<file path="config.mk">
export PLATFORM = sky130hd
export DESIGN_NAME = display_plane_scaler
export DESIGN_NICKNAME = d
export VERILOG_FILES = /design/src/rtl/display_plane_scaler.sv
export SDC_FILE = /design/constraint.sdc
export NUM_CORES = 1
export LEC_CHECK = 0
export CORE_MARGIN = 2
export CORE_UTILIZATION = 50
export DETAILED_ROUTE_END_ITERATION = 6
export GPL_TIMING_DRIVEN = 1
export PLACE_DENSITY = 0.76
export SYNTH_ARGS = -nofsm -noshare
export SYNTH_HDL_FRONTEND = slang
export SYNTH_SLANG_ARGS = --single-unit
</file>
<file path="constraint.sdc">
create_clock -name clk -period 2.08 [get_ports clk]
set_clock_uncertainty 0.2 [all_clocks]
set_input_delay 0.416 -clock clk [delete_from_list [all_inputs] [get_ports clk]]
set_output_delay 0.416 -clock clk [all_outputs]
set_load 0.05 [all_outputs]
</file>
<file path="src/rtl/display_plane_scaler.sv">
// display_plane_scaler
// Streams a SRC_W x SRC_H image from the pixel ROM into the VGA output FIFO,
// replicating every pixel H_SCALE times across and every line V_SCALE times down.
// The next ROM fetch runs while the current pixel is being replicated.
//
//  state | meaning
//  ------+------------------------------------------------------------------
//  WAIT  | post-reset delay of START_DLY cycles while the FIFO initialises
//  IDLE  | between frames; on enable, fetch pixel (0,0)
//  FILL  | waiting for the first pixel of the frame to return from ROM
//  EMIT  | writing cur_pix H_SCALE times; the following pixel is in flight
//  STALL | replication finished before the prefetched pixel arrived
module display_plane_scaler #(
    parameter int SRC_W     = 80,
    parameter int SRC_H     = 60,
    parameter int H_SCALE   = 8,
    parameter int V_SCALE   = 8,
    parameter int PIX_W     = 24,
    parameter int ADDR_W    = 13,
    parameter int RD_LAT    = 1,
    parameter int START_DLY = 4
) (
    input  logic              clk,
    input  logic              rst_n,
    input  logic              enable,
    input  logic              fifo_full,
    input  logic [PIX_W-1:0]  pixel_in,
    output logic [ADDR_W-1:0] addr,
    output logic              rom_rd,
    output logic [PIX_W-1:0]  pixel_out,
    output logic              fifo_write,
    output logic              frame_start,
    output logic              line_end
);
    localparam int XW = $clog2(SRC_W) + 1;
    localparam int YW = $clog2(SRC_H) + 1;
    localparam int HW = $clog2(H_SCALE) + 1;
    localparam int VW = $clog2(V_SCALE) + 1;
    localparam int DW = $clog2(START_DLY + 1) + 1;

    localparam logic [XW-1:0] X_LAST   = XW'(SRC_W - 1);
    localparam logic [YW-1:0] Y_LAST   = YW'(SRC_H - 1);
    localparam logic [HW-1:0] H_LAST   = HW'(H_SCALE - 1);
    localparam logic [VW-1:0] V_LAST   = VW'(V_SCALE - 1);
    localparam logic [DW-1:0] DLY_INIT = DW'(START_DLY);

    typedef enum logic [2:0] {S_WAIT, S_IDLE, S_FILL, S_EMIT, S_STALL} state_t;
    state_t state, state_nxt;

    logic [DW-1:0]     dly_cnt;
    logic [RD_LAT-1:0] rd_pipe;
    logic              data_vld;

    // emit position: the pixel currently held in cur_pix
    logic [XW-1:0]     x;
    logic [YW-1:0]     y;
    logic [HW-1:0]     hrep;
    logic [VW-1:0]     vrep;

    // fetch position: the next pixel to request from ROM
    logic [XW-1:0]     fx;
    logic [YW-1:0]     fy;
    logic [VW-1:0]     fvrep;
    logic [ADDR_W-1:0] row_base;
    logic              fetch_done;
    logic              fetch_wrap;

    logic [PIX_W-1:0]  cur_pix;
    logic [PIX_W-1:0]  nxt_pix;
    logic              nxt_vld;

    logic              do_fetch;
    logic              ld_rom;
    logic              ld_nxt;
    logic              frame_end;

    assign data_vld   = rd_pipe[RD_LAT-1];
    assign frame_end  = (x == X_LAST) && (vrep == V_LAST) && (y == Y_LAST);
    assign fetch_wrap = (fx == X_LAST) && (fvrep == V_LAST) && (fy == Y_LAST);
    assign pixel_out  = cur_pix;

    assign frame_start = fifo_write && (x == '0) && (y == '0) && (vrep == '0) && (hrep == '0);
    assign line_end    = fifo_write && (x == X_LAST) && (hrep == H_LAST);

    // state register
    always_ff @(posedge clk) begin
        if (!rst_n) begin
            state <= S_WAIT;
        end else begin
            state <= state_nxt;
        end
    end

    // next state, write strobe and fetch/load decisions
    always_comb begin
        state_nxt  = state;
        do_fetch   = 1'b0;
        ld_rom     = 1'b0;
        ld_nxt     = 1'b0;
        fifo_write = 1'b0;
        case (state)
            S_WAIT: begin
                if (dly_cnt <= DW'(1)) begin
                    state_nxt = S_IDLE;
                end
            end
            S_IDLE: begin
                if (enable) begin
                    do_fetch  = 1'b1;
                    state_nxt = S_FILL;
                end
            end
            S_FILL: begin
                if (data_vld) begin
                    ld_rom    = 1'b1;
                    do_fetch  = !fetch_done;
                    state_nxt = S_EMIT;
                end
            end
            S_EMIT: begin
                fifo_write = !fifo_full;
                if (!fifo_full && (hrep == H_LAST)) begin
                    if (frame_end) begin
                        state_nxt = S_IDLE;
                    end else if (nxt_vld) begin
                        ld_nxt   = 1'b1;
                        do_fetch = !fetch_done;
                    end else begin
                        state_nxt = S_STALL;
                    end
                end
            end
            S_STALL: begin
                if (nxt_vld) begin
                    ld_nxt    = 1'b1;
                    do_fetch  = !fetch_done;
                    state_nxt = S_EMIT;
                end
            end
            default: state_nxt = S_WAIT;
        endcase
    end

    // start-up delay, ROM request pipeline and pixel registers
    always_ff @(posedge clk) begin
        if (!rst_n) begin
            dly_cnt <= DLY_INIT;
            rd_pipe <= '0;
            rom_rd  <= 1'b0;
            cur_pix <= '0;
            nxt_pix <= '0;
            nxt_vld <= 1'b0;
        end else begin
            if ((state == S_WAIT) && (dly_cnt != '0)) begin
                dly_cnt <= dly_cnt - 1'b1;
            end
            rom_rd     <= do_fetch;
            rd_pipe[0] <= rom_rd;
            for (int i = 1; i < RD_LAT; i++) begin
                rd_pipe[i] <= rd_pipe[i-1];
            end
            if (ld_rom) begin
                cur_pix <= pixel_in;
            end else if (ld_nxt) begin
                cur_pix <= nxt_pix;
            end
            // only one prefetch is ever in flight, so set and clear never collide
            if (ld_nxt) begin
                nxt_vld <= 1'b0;
            end
            if (data_vld && (state != S_FILL)) begin
                nxt_pix <= pixel_in;
                nxt_vld <= 1'b1;
            end
        end
    end

    // fetch pointer; wraps after the last pixel of the frame, which blocks further prefetch
    always_ff @(posedge clk) begin
        if (!rst_n) begin
            addr       <= '0;
            fx         <= '0;
            fy         <= '0;
            fvrep      <= '0;
            row_base   <= '0;
            fetch_done <= 1'b0;
        end else if (do_fetch) begin
            addr       <= row_base + ADDR_W'(fx);
            fetch_done <= fetch_wrap;
            if (fx == X_LAST) begin
                fx <= '0;
                if (fvrep == V_LAST) begin
                    fvrep <= '0;
                    if (fy == Y_LAST) begin
                        fy       <= '0;
                        row_base <= '0;
                    end else begin
                        fy       <= fy + 1'b1;
                        row_base <= row_base + ADDR_W'(SRC_W);
                    end
                end else begin
                    fvrep <= fvrep + 1'b1;
                end
            end else begin
                fx <= fx + 1'b1;
            end
        end
    end

    // emit position advances only on an accepted write
    always_ff @(posedge clk) begin
        if (!rst_n) begin
            x    <= '0;
            y    <= '0;
            hrep <= '0;
            vrep <= '0;
        end else if (fifo_write) begin
            if (hrep == H_LAST) begin
                hrep <= '0;
                if (x == X_LAST) begin
                    x <= '0;
                    if (vrep == V_LAST) begin
                        vrep <= '0;
                        y    <= (y == Y_LAST) ? '0 : y + 1'b1;
                    end else begin
                        vrep <= vrep + 1'b1;
                    end
                end else begin
                    x <= x + 1'b1;
                end
            end else begin
                hrep <= hrep + 1'b1;
            end
        end
    end

endmodule

</file>
==> results of run 1 <==
[worst reg2reg max path: stages, from the launching register on]
cell and delay, ps:
dfxtp_1 350, ha_1 180, nand2_1 80, or2_2 310
o31a_4 350, buf_6 130, o21ai_4 220, buf_6 140
buf_8 120, mux2i_1 210, nor2_1 50
[synthesized netlist by cell type, types with 12 or more instances]
master	n	share of area (%)
ha_1	18	4.0
clkbuf_1	26	1.7
nand2_1	148	9.8
xor2_1	15	2.3
xnor2_1	12	1.8
inv_1	14	0.92
nor2_1	51	3.4
nand3_1	17	1.5
dfxtp_1	123	43
o21ai_0	43	3.8
a31oi_1	27	3.0
a21oi_1	61	5.4
[per-layer routing]
| layer | vias to the layer above | track usage (%) |
|---|---|---|
| met5 | - | 0 |
| met4 | 0 | 13.33 |
| met3 | 72 | 6.092 |
| met2 | 267 | 52.43 |
| met1 | 2956 | 33.59 |
| li1 | 2764 | - |
[state kept, by name, indices dropped and copies added, names as in the netlist]
register	cells
dly_cnt	4
row_base	9
fy	7
pixel_out	24
fvrep	4
state	3
fx	8
addr	13
nxt_vld	1
rom_rd	1
vrep	4
hrep	4
nxt_pix	24
data_vld	1
x	8
y	7
fetch_done	1
[logic make-up after synthesis]
group                    Yosys count  synth area share, %
multiplexers                       3               0.5283
AND/OR/NAND/NOR                  292                24.21
AO/OA/AOI/OAI                    173                19.24
XOR/XNOR                          27                4.160
flip-flops                       123                43.32
adder cells (fa/ha/maj)           18                3.962
buffers and inverters             55                4.578
[worst paths after layout]
kind	slack, ps	cells past startpoint	end	startpoint
setup / recovery	-390	8	line_end	hrep[0]$_SDFFE_PN0P_
hold / removal	260	2	nxt_pix[4]$_SDFFE_PN0P_	nxt_pix[4]$_SDFFE_PN0P_
setup reg to reg	-390	10	fy[1]$_SDFFE_PN0P_	vrep[1]$_SDFFE_PN0P_
hold reg to reg	260	2	nxt_pix[4]$_SDFFE_PN0P_	nxt_pix[4]$_SDFFE_PN0P_
[repair_timing]
action | CTS | global route
pin swaps | 34 | 52
gates resized for setup | 102 | 77
gates cloned | 8 | 0
setup endpoints to repair | 77 | 82
buffers inserted | 20 | 11
[stage by stage]
stage          std cells  cell area [um^2]
6_report            1017              8767
4_1_cts             1009              8441
3_5_place_dp         949              7107
2_1_floorplan        691              5793
5_1_grt             1017              8767
3_3_place_gp         949              7107
[area by class of cell]
cell class	count	area, um^2	share of cell area [%]
multi-input cells	514	3515	40.09
flip-flops and latches	123	2487	28.37
repair buffers	192	1909	21.78
clock buffers	17	425.4	4.852
clock inverters	15	190.2	2.169
well taps	140	175.2	1.998
inverters	16	65.06	0.7421
[power groups by stage]
stage / sequential (mW) / combinational (mW) / clock, mW
floorplan: 2.68 / 0.623 / 0
global route: 2.58 / 1.62 / 3.22
detailed placement: 2.60 / 1.11 / 0
global placement: 2.59 / 1.07 / 0
CTS: 2.57 / 1.39 / 3.10
finish: 2.58 / 1.52 / 3.10
==> key figures, run 1 <==
Status
  – Status: complete, but fails checks
  – Failing checks: setup timing

Detailed routing
  – Post-route DRC: 0
  – Routed WL per cell: approximately 19 um
  – Number of vias per cell: between 5 and 6
  – Detailed Routing Iterations Pass 1: 5
  – Metal-1 WL: 7619 um
  – ANT nets after route: 0
  – Routed wire length: between 15000 and 20000 um
  – DRT iter0 DRCs: between 500 and 600
  – Wire length on met2: around 10000 um
  – Via count: roughly 6100
  – DR top layer: met4
  – Wire length on met3: 980 um

Setup path
  – Buf+Inv Stages, Crit Path: 5
  – Setup crit end kind: output port
  – Largest stage delay, worst path: 360 ps
  – WS Path Type: reg -> out
  – Crit-path max FO: 2
  – Critical path cell sequence: ha_4 -> buf_6 -> nor4bb_4 -> nand4_1 -> buf_6 -> inv_4 -> buf_6 -> buf_12
  – Most frequent cell on the critical path: buf_6
  – Slowest cell on the critical path: dfxtp_4
  – Crit path DAT: 1860 ps
  – Crit path max-delay family: buffers and inverters
  – Startpoint types: flip-flop
  – CP required: around 1500 ps

Power and ir drop
  – Clock power share: a little over two fifths
  – Total power: a little over 7 mW
  – Sw Ratio: a little under 30%
  – Pint: between 5 and 6 mW
  – Power Density: just over 800 nW/um^2
  – Lkg Pwr: between 3 and 4 nW
  – Reg power frac: about 36%
  – Sw Pwr: 2.126 mW
  – Gate power share: between 20% and 30%
  – Max IR drop VDD: 882.3 uV

Die
  – Die area: 12240 um^2
  – Chip width: roughly 110 um
  – Die H: around 110 um
  – Row count: 38
  – Placeable Area: roughly 11000 um^2
  – IO Count: 69
  – Initial Util: between 50% and 60%

Logic synthesis
  – Post-Synthesis Cells: 691
  – Sequential fraction of the synthesis area: between 40% and 50%
  – YS warnings: 0
  – Post-Syn Area: approximately 5700 um^2
  – Post-synth ARST share: 0%
  – Avg Inst Size Synth: ~8 um^2
  – Syn_nets: ~740
  – Yosys cell types: 61
  – Ys flop type: dfxtp_1
  – Synth Register Bits: 123
  – Post-synth EDFFs: 0

Timing
  – RSZ-0062 raised after global routing: true
  – Final setup viols: 79
  – Min Tclk post-route: roughly 2500 ps
  – Part of the cycle the worst path needs: 119.0%
  – Setup TNS: -21480 ps
  – Slew Viols, Final: 0
  – Worst hold margin: roughly 260 ps
  – Final setup margin: -394.5 ps
  – Fmax: between 400 and 500 MHz
  – Rel. slew slack: between 50 and 60%
  – Final Hold Fails: 0
  – Worst Tran Pin Value: 602.8 ps

Finish
  – Most frequent cells in the layout: 131 x nand2_1, 109 x dfxtp_1, 109 x buf_4
  – Nets@finish: a little over 900
  – Fin util: approximately four fifths
  – Fraction of layout instances using a drive strength above 1: around 37%
  – # diodes: 0
  – Total of fill cells in the finished design: between 600 and 700
  – Area Growth Syn to Fin: 54.24%
  – Most common cell after layout, fill and taps aside: nand2_1

Placed design
  – Post-detail-place hpwl: between 9000 and 10000 um
  – Final Wtd Congestion: around 0.83
  – I/O Buffers: between 60 and 70
  – Pre-CTS setup slack: -675.6 ps

Clock network
  – CTS tree: yes
  – CTS Buffer Depth: 2
  – CTS Root Buffer Type: clkbuf_16
  – Clock transition at path regs: 60 ps
  – Sinks on Clock Net: around 120
  – Clk_lat worst skew: roughly 420 ps
  – H-tree Lvls: 4
  – TritonCTS buffer count: 17
  – Cts hold-fix bufs: 0

Global route
  – GR Overflow Total: 0
  – First-pass GRT wire length: around 30000 um
  – Initial antenna violation count: 0
  – Gr usage total: between 20% and 30%
  – Vias in the first global route: ~6000
  – Maximum number of pins on one net before global-route repair: 49

Run
  – Max Cap Viol: 0

Hold path
  – HP Class: reg -> reg
Power figures use the tool's default switching activity.
==> run 2: changes to the inputs <==
CTS_CLUSTER_SIZE = 10   (was unset)
==> results of run 2 <==
Same layout as run 1: the final DEF is identical, and so are final timing and power.
==> run 3: changes to the inputs <==
CORE_UTILIZATION = 56   (was 50)
PLACE_DENSITY = 0.8   (was 0.76)
clock period = 2.6 ns   (was 2.08 ns; I/O delays follow)
==> run 3 against run 2 <==
Net effect:
- the flow now finishes without violations
- core utilization shrank 4.3 points
- total power is 26% lower
- worst hold slack lost 2.7 ps
- sequential power down 21%
- sequential share of layout area is 5.1 points higher
- worst setup slack better by 490 ps
- non-clock buffer count is 83 lower
- register-to-register slack improved by 500 ps
- combinational power decreased by 42%
==> key figures, run 3 (synthesized netlist as in run 1, its figures left out) <==
Timing
  – Slew Viols, Final: 0
  – Final Hold Fails: 0
  – Worst Tran Pin Value: around 860 ps
  – Rel. slew slack: about 42%
  – Setup TNS: 0 ps
  – Worst hold margin: about 250 ps
  – Final setup viols: 0
  – Part of the cycle the worst path needs: between 90% and 100%
  – RSZ-0062 raised after global routing: false
  – Final setup margin: between 90 and 100 ps
  – Fmax: approximately 400 MHz
  – Min Tclk post-route: between 2000 and 3000 ps

Status
  – Status: complete, no violations

Detailed routing
  – Detailed Routing Iterations Pass 1: 5
  – Post-route DRC: 0
  – DRT iter0 DRCs: 223
  – Number of vias per cell: 5.754
  – Via count: 5328
  – Routed wire length: about 14000 um
  – ANT nets after route: 0
  – Routed WL per cell: about 15 um

Setup path
  – R2r setup slk: approximately 110 ps
  – Critical path cell sequence: nand3b_1 -> buf_4 -> nor2_2 -> nand3_1 -> nor3_4 -> buf_12
  – Worst reg2reg path startpoint: y[0]$_SDFFE_PN0P_
  – Crit-path max FO: 5
  – Crit path DAT: approximately 1800 ps
  – Startpoint types: flip-flop
  – Buf+Inv Stages, Crit Path: 2
  – Critical Path Source: state[0]$_SDFFE_PN0P_
  – Largest stage delay, worst path: around 380 ps
  – WS Path Type: reg -> out
  – CP required: around 1900 ps
  – Crit path max-delay family: simple AND/OR/NAND/NOR gates
  – Slowest cell on the critical path: dfxtp_1
  – Setup crit end kind: output port

Die
  – Row count: 36
  – IO Count: 69
  – Die area: ~11000 um^2
  – Initial Util: 57.89%
  – Placeable Area: 9819 um^2
  – Chip width: ~100 um
  – Die H: 104.8 um

Global route
  – GR Overflow Total: 0
  – First-pass GRT wire length: approximately 24000 um
  – Gr usage total: a little over a quarter
  – Maximum number of pins on one net before global-route repair: about 70
  – Vias in the first global route: 5185
  – Initial antenna violation count: 0

Placed design
  – I/O Buffers: between 60 and 70
  – Placed Instances: between 800 and 900
  – Pre-CTS setup slack: -222.9 ps
  – Final Wtd Congestion: 0.8769
  – Placed cell area: between 6000 and 7000 um^2
  – Post-detail-place hpwl: 8988 um

Clock network
  – CTS Root Buffer Type: clkbuf_8
  – Clock transition at path regs: approximately 60 ps
  – CTS tree: yes
  – Cts hold-fix bufs: 0
  – CTS Buffer Depth: 2
  – TritonCTS buffer count: 17
  – H-tree Lvls: 4
  – Clk_lat worst skew: about 520 ps
  – Sinks on Clock Net: between 100 and 150

Finish
  – Fraction of layout instances using a drive strength above 1: roughly 14%
  – Final instance area: roughly 7400 um^2
  – # diodes: 0
  – Most frequent cells in the layout: 148 x nand2_1, 114 x dfxtp_1, 64 x clkdlybuf4s50_1
  – Nets@finish: around 830
  – Area Growth Syn to Fin: 30.44%
  – Total of fill cells in the finished design: ~720
  – Post-Layout Cell Count: roughly 900
  – Most common cell after layout, fill and taps aside: nand2_1
  – Fin util: 75.51%

Power and ir drop
  – Sw Ratio: 26.44%
  – Clock power share: roughly 45%
  – Pint: 3.897 mW
  – Power Density: 714.5 nW/um^2
  – Reg power frac: between 30% and 40%
  – Lkg Pwr: 2.608 nW
  – Total power: 5.297 mW
  – Gate power share: 16.7%
  – Sw Pwr: 1.401 mW
  – Max IR drop VDD: roughly 520 uV

Hold path
  – HP Class: reg -> reg
  – Hold Startpoint: nxt_pix[12]$_SDFFE_PN0P_

Run
  – Max Cap Viol: 0
==> run 3: cell types whose count changed in the layout (fill, tap and decap cells not counted), moves of 13 or more <==
cell,change
buf_4,-73
clkdlybuf4s50_1,+38
buf_6,-35
a21oi_1,+17
a21oi_2,-17
nand2_1,+17
o21ai_0,+13
==> run 3: path summary, 6_finish.rpt <==
check | cells past startpoint | end
max | 6 | frame_start
min | 2 | nxt_pix[12]$_SDFFE_PN0P_
max reg2reg | 9 | addr[10]$_SDFFE_PN0P_
min reg2reg | 2 | nxt_pix[12]$_SDFFE_PN0P_
==> run 3: timing repair <==
action,4_1_cts,5_1_grt
buffers inserted,1,1
resized for setup,10,13
pin swaps,2,2
setup endpoints to repair,2,19
==> run 3: tightest hold or removal path, stage by stage (launching register included) <==
cell	delay, ps
dfxtp_1	310
nand2_1	50
a21oi_1	50
==> run 3: area by class of cell <==
class | instances | area (um^2) | share of cell area, %
tap | 133 | 166.4 | 2.244
clock buffer | 22 | 462.9 | 6.244
clock inverter | 10 | 140.1 | 1.890
timing repair buffer | 109 | 1071 | 14.44
sequential | 123 | 2481 | 33.46
inverter | 16 | 60.06 | 0.8100
multi-input combinational | 513 | 3033 | 40.90
==> run 3: power groups by stage <==
stage               sequential (mW)  combinational (mW)  clock (mW)
finish                         2.05               0.883        2.37
global route                   2.06               0.952        2.49
CTS                            2.04               0.881        2.39
detailed placement             2.08               0.861           0
global placement               2.07               0.839           0
floorplan                      2.14               0.494           0
==> run 3: per-layer routing <==
metal	vias to the layer above	routed length (um)	track usage (%)
met1	2556	5887	31.61
met5	-	0	0
li1	2588	-	-
met3	31	663	5.802
met4	0	213	8.476
met2	153	7233	45.87
==> RTL change 1: new RTL, config.mk and constraints of run 1 <==
Change the parameter `H_SCALE` from 8 to 32.
--- a/src/rtl/display_plane_scaler.sv
+++ b/src/rtl/display_plane_scaler.sv
@@ -13,7 +13,7 @@
 module display_plane_scaler #(
     parameter int SRC_W     = 80,
     parameter int SRC_H     = 60,
-    parameter int H_SCALE   = 8,
+    parameter int H_SCALE   = 32,
     parameter int V_SCALE   = 8,
     parameter int PIX_W     = 24,
     parameter int ADDR_W    = 13,
Function: no difference found for any inputs over 10 cycles, from zero or initial values and one cycle with rst_n low; that may be too few to reach the edited logic, so the function may still have changed.
==> RTL change 1 against run 1 <==
The flow finishes with violations (DRC, setup timing); cell area rose by 6.7%; global-route usage rose by 0.83 points; wire length rose by 9.4%; setup slack got worse by 0.083 ns; sequential share of layout area fell by 1.5 points; power fell by 6.7%; area after synthesis rose by 11%; sequential cell count rose by 2; largest cell class unchanged.
==> RTL change 1: results (changes against run 1) <==
| Metric | Value |
|---|---|
| Worst-Margin Slew | `0.562 ns (-0.0406 ns)` |
| CP endpoint | `pixel_out[13]` |
| First-pass GRT wire length | `32100 um (+9.4%)` |
| GR Layer Usage met3 | `5.97% (-0.12 points)` |
| Vias | `6734 (+11%)` |
| Detailed placer's ending HPWL | `11400 um (+15%)` |
| Adder-Cell Fraction of Synth Area | `3.58% (-0.38 points)` |
| CP max stage delay | `0.50 ns (+0.14 ns)` |
| Total Routed Length | `21200 um (+9.4%)` |
| Worst Hold Path Cells | `3 (+1)` |
| Number of global-route vias before repair | `6603 (+9.3%)` |
| Failing checks | `DRC, setup timing` |
| Reg2reg path depth | `8 (-2)` |
| Crit-path leading delay family | `simple AND/OR/NAND/NOR gates` |
| DP Cell Count | `1043 (+9.9%)` |
| Final setup fails | `82 (+3.8%)` |
| Synth area leaders | `dfxtp_1 40%, nand2_1 5.9%, a21oi_1 5.3%` |
| DR WL/cell | `19.2 um (+0.68%)` |
| Pre-CTS setup slack | `-0.433 ns (+0.243 ns)` |
| Residual DRC | `6 (+6)` |
| Synth unique cells | `66 (+8.2%)` |
| Worst endpoint data arrival time | `2.66 ns (+0.80 ns)` |
| Post-layout nets | `970 (+6.6%)` |
| Status | `finished with violations` |
| WHS | `0.190 ns (-0.0678 ns)` |
| Placed cell area | `7860 um^2 (+11%)` |
| Crit. Startpoint | `x[4]` |
| Leakage | `0.00358 uW (+6.8%)` |
| Peak VDD IR | `418 uV (-53%)` |
| 1st-iter DRT viols | `832 (+54%)` |
| Mapped Cells | `752 (+8.8%)` |
| Proportion of synthesized area in mux cells | `0.796% (+0.27 points)` |
| Clock-pin transition on the worst setup and hold timing paths | `0.06 ns (about the same)` |
| Min setup slack post-route | `-0.478 ns (-0.0833 ns)` |
| Worst-path maximum fanout | `6 (+4)` |
| Hold endpoint | `addr[5]` |
| Min-delay worst type | `input port to flop` |
| DRT Pass-1 Iters | `7 (+2)` |
| Met2 wire length | `10300 um (+2.6%)` |
| Share of post-route cells with drive strength above 1 | `34.9% (-1.7 points)` |
| Syn nets | `798 (+8.3%)` |
| Post-synthesis compound-gate area fraction | `25.3% (+6.1 points)` |
| Met2 Resource Use GR | `51.9% (-0.50 points)` |
| GPL Wtd Cong | `0.906 (+9.4%)` |
| Metal-1 WL | `8390 um (+10%)` |
| GR Util met1 | `35.6% (+2.0 points)` |
| Gr usage total | `30.2% (+0.83 points)` |
| CP max stage cell | `or4_4` |
| Top cells by count, synth | `125 x dfxtp_1, 99 x nand2_1, 67 x a21oi_1, 67 x nor2_1, 48 x o21ai_0` |
| Worst Hold Launch | `rst_n` |
| Synth Area in XOR/XNOR | `3.76% (-0.40 points)` |
| Sequential fraction of the synthesis area | `39.8% (-3.5 points)` |
| DR WL met3 | `1550 um (+58%)` |
| TNS Setup | `-21.95 ns (-0.475 ns)` |
-- RTL change 1: cell count changes in the layout (fill, tap and decap cells not counted), moves of 14 or more --
cell      delta
a31oi_1     -25
nor2_1      +21
a211oi_1    +19
buf_4       +14
a211oi_2    +29
nand2_1     -35
nand3_1     +20
-- RTL change 1: report_power, final --
part,switching [uW],internal (uW),total (uW)
Combinational,478,368,846
Clock,1160,2160,3320
Sequential,74.1,2480,2550
-- RTL change 1: repair_timing --
item,in CTS,in global routing
cloned,3,4
setup endpoints to repair,87,83
resized for setup,98,42
setup buffers,17,9
pin swaps,25,39
-- RTL change 1: area by class of cell --
type / count / area, um^2
clock buffers: 19 / 443
clock inverters: 13 / 215
fillers: 756 / 2810
inverters: 13 / 60.1
multi-input cells: 563 / 3950
flip-flops and latches: 125 / 2520
well taps: 168 / 210
repair buffers: 204 / 1960
==> RTL change 2: new RTL, config.mk and constraints of run 1 <==
Without the edit above. Make the reset (`rst_n`) asynchronous in 4 clocked blocks.
--- a/src/rtl/display_plane_scaler.sv
+++ b/src/rtl/display_plane_scaler.sv
@@ -83,7 +83,7 @@
     assign line_end    = fifo_write && (x == X_LAST) && (hrep == H_LAST);
 
     // state register
-    always_ff @(posedge clk) begin
+    always_ff @(posedge clk or negedge rst_n) begin
         if (!rst_n) begin
             state <= S_WAIT;
         end else begin
@@ -142,7 +142,7 @@
     end
 
     // start-up delay, ROM request pipeline and pixel registers
-    always_ff @(posedge clk) begin
+    always_ff @(posedge clk or negedge rst_n) begin
         if (!rst_n) begin
             dly_cnt <= DLY_INIT;
             rd_pipe <= '0;
@@ -176,7 +176,7 @@
     end
 
     // fetch pointer; wraps after the last pixel of the frame, which blocks further prefetch
-    always_ff @(posedge clk) begin
+    always_ff @(posedge clk or negedge rst_n) begin
         if (!rst_n) begin
             addr       <= '0;
             fx         <= '0;
@@ -208,7 +208,7 @@
     end
 
     // emit position advances only on an accepted write
-    always_ff @(posedge clk) begin
+    always_ff @(posedge clk or negedge rst_n) begin
         if (!rst_n) begin
             x    <= '0;
             y    <= '0;
Formal check against the unedited RTL: differs if rst_n is asserted again (counterexample within 10 cycles, from zero or initial values and one cycle with rst_n low); with rst_n held inactive, the same outputs for 10 cycles.
==> RTL change 2 against run 1 <==
The flow finishes with violations (DRC, setup timing); area after synthesis is 4.5% higher; synthesized cell count is 18% lower; final cell count is 11% lower; sequential share of layout area is 5.9 points higher; sequential cell count stayed put; wire length is 12% lower; setup slack worse by 0.066 ns; fmax is 2.6% lower; worst hold slack worse by 0.064 ns; cell area is 2.6% higher.
Power is not compared: it rests on default switching activity, and its combinational part moved more than twofold at a synthesized area within 25%.
==> RTL change 2: results (changes against run 1) <==
| Metric | Value |
|---|---|
| Status | `finished with violations` |
| Failing checks | `DRC, setup timing` |
| WHS | `0.194 ns (-0.0638 ns)` |
| Pre-CTS setup slack | `-0.612 ns (+0.0631 ns)` |
| Worst-path maximum fanout | `2 (unchanged)` |
| Critical R2R Capture | `addr[4]` |
| Final setup fails | `71 (-10%)` |
| Post-synth ARST share | `100% (+100 points)` |
| Number of global-route vias before repair | `5313 (-12%)` |
| CP max stage cell | `dfrtp_1` |
| Residual DRC | `6 (+6)` |
| Crit Reg-Reg Startpoint | `y[1]` |
| Ant diodes | `0 (unchanged)` |
| Cell Count, Final, Fillers Out | `908 (-11%)` |
| CP max stage delay | `0.40 ns (+0.04 ns)` |
| Min setup slack post-route | `-0.460 ns (-0.0656 ns)` |
| Worst endpoint data arrival time | `1.92 ns (+0.06 ns)` |
| Syn nets | `615 (-17%)` |
| Commonest non-fill, non-tap cell in the layout | `dfrtp_1` |
| GPL Wtd Cong | `0.887 (+7.1%)` |
| First-pass GRT wire length | `26300 um (-11%)` |
| Post-layout nets | `798 (-12%)` |
| Worst-Margin Slew | `0.520 ns (-0.0827 ns)` |
| Detailed placer's ending HPWL | `9140 um (-7.8%)` |
| Worst Hold Path Cells | `0 (-2)` |
| DP Cell Count | `832 (-12%)` |
| Vias | `5197 (-14%)` |
| Most used DFF post-synth | `dfrtp_1` |
| Total Routed Length | `17000 um (-12%)` |
| Worst Hold Launch | `rom_rd` |
| Gr usage total | `26.1% (-3.3 points)` |
| Synth area leaders | `dfrtp_1 51%, mux2_2 5.1%, nand2_1 4.4%` |
| Fillers | `657 (+3.1%)` |
| DRT Pass-1 Iters | `6 (+1)` |
| Mapped Cells | `569 (-18%)` |
| Sequential fraction of the synthesis area | `51.8% (+8.5 points)` |
| Top cells by count, synth | `122 x dfrtp_1, 69 x nand2_1, 45 x nor2_1, 32 x a21oi_1, 30 x o21ai_1` |
| Share of post-route cells with drive strength above 1 | `42.4% (+5.8 points)` |
| 1st-iter DRT viols | `284 (-48%)` |
==> RTL change 2: changes by cell type in the layout (fill, tap and decap cells not counted), moves of 24 or more <==
| cell | before | now |
|---|---|---|
| a31oi_1 | 27 | 3 |
| mux2_2 | 0 | 27 |
| dfxtp_1 | 109 | 0 |
| nand2_1 | 131 | 62 |
| dfrtp_1 | 0 | 122 |
| a21oi_1 | 44 | 11 |
==> RTL change 2: logic make-up after synthesis <==
group                      synth area share (%)
and+or+nand+nor                            16.8
DFF                                        51.8
AOI/OAI and AO/OA                          11.3
muxes                                      10.1
buffers and inverters                      3.14
xor gates and xnor gates                   3.10
adders and majority gates                  3.79
==> RTL change 2: through the flow <==
step	power (uW)	TNS, ns	instance area [um^2]
detailed placement	7110	-33.11	7280
global placement	6950	-27.76	7280
CTS	10500	-17.09	8580
floorplan	5790	-0.462	5970
finish	11100	-22.17	9000
global route	11500	-29.91	9000
==> RTL change 2: area by class of cell <==
class | instances | area (um^2) | share of cell area, %
Tap cell | 143 | 179 | 1.99
Multi-Input combinational cell | 406 | 3280 | 36.4
Timing Repair Buffer | 187 | 1840 | 20.4
Clock buffer | 20 | 447 | 4.97
Inverter | 17 | 76.3 | 0.848
Sequential cell | 123 | 3080 | 34.2
Clock inverter | 12 | 100 | 1.11
==> RTL change 2: worst max-delay path by stage <==
stage	cells past startpoint	endpoint	startpoint
2_1_floorplan	5	frame_start	y[0]
3_3_place_gp	7	row_base[6]	fifo_full
3_5_place_dp	7	row_base[6]	fifo_full
4_1_cts	7	frame_start	y[1]
5_1_grt	7	frame_start	y[1]
6_report	7	frame_start	y[1]
==> RTL change 2: routing by layer <==
| metal | GRT usage, % | wire [um] | vias to the layer above |
|---|---|---|---|
| li1 | - | - | 2371 |
| met1 | 31.3 | 6810 | 2607 |
| met2 | 46.3 | 8970 | 175 |
| met3 | 5.46 | 765 | 44 |
| met4 | 9.76 | 472 | 0 |
| met5 | 0 | 0 | - |
==> RTL change 2: where the power goes <==
part           internal, uW  switching (uW)  total, uW
Clock                  1660            1070       2730
Combinational          2080            2670       4750
Sequential             3060             515       3570
Total                  6790            4260      11100
==> RTL change 2: timing repair <==
action,CTS,global route
cloned,8,1
endpoints found under the hold margin,31,0
setup buffers,24,15
hold buffers,1,0
pin swaps,37,19
gates resized for setup,86,93
setup endpoints to repair,68,78
==> RTL change 2: critical path, delay by kind of cell, from the launching register on <==
kind,cells,cell delay [ns]
adders and majority gates,1,0.12
buffers and inverters,3,0.36
DFF,1,0.40
and+or+nand+nor,3,0.62
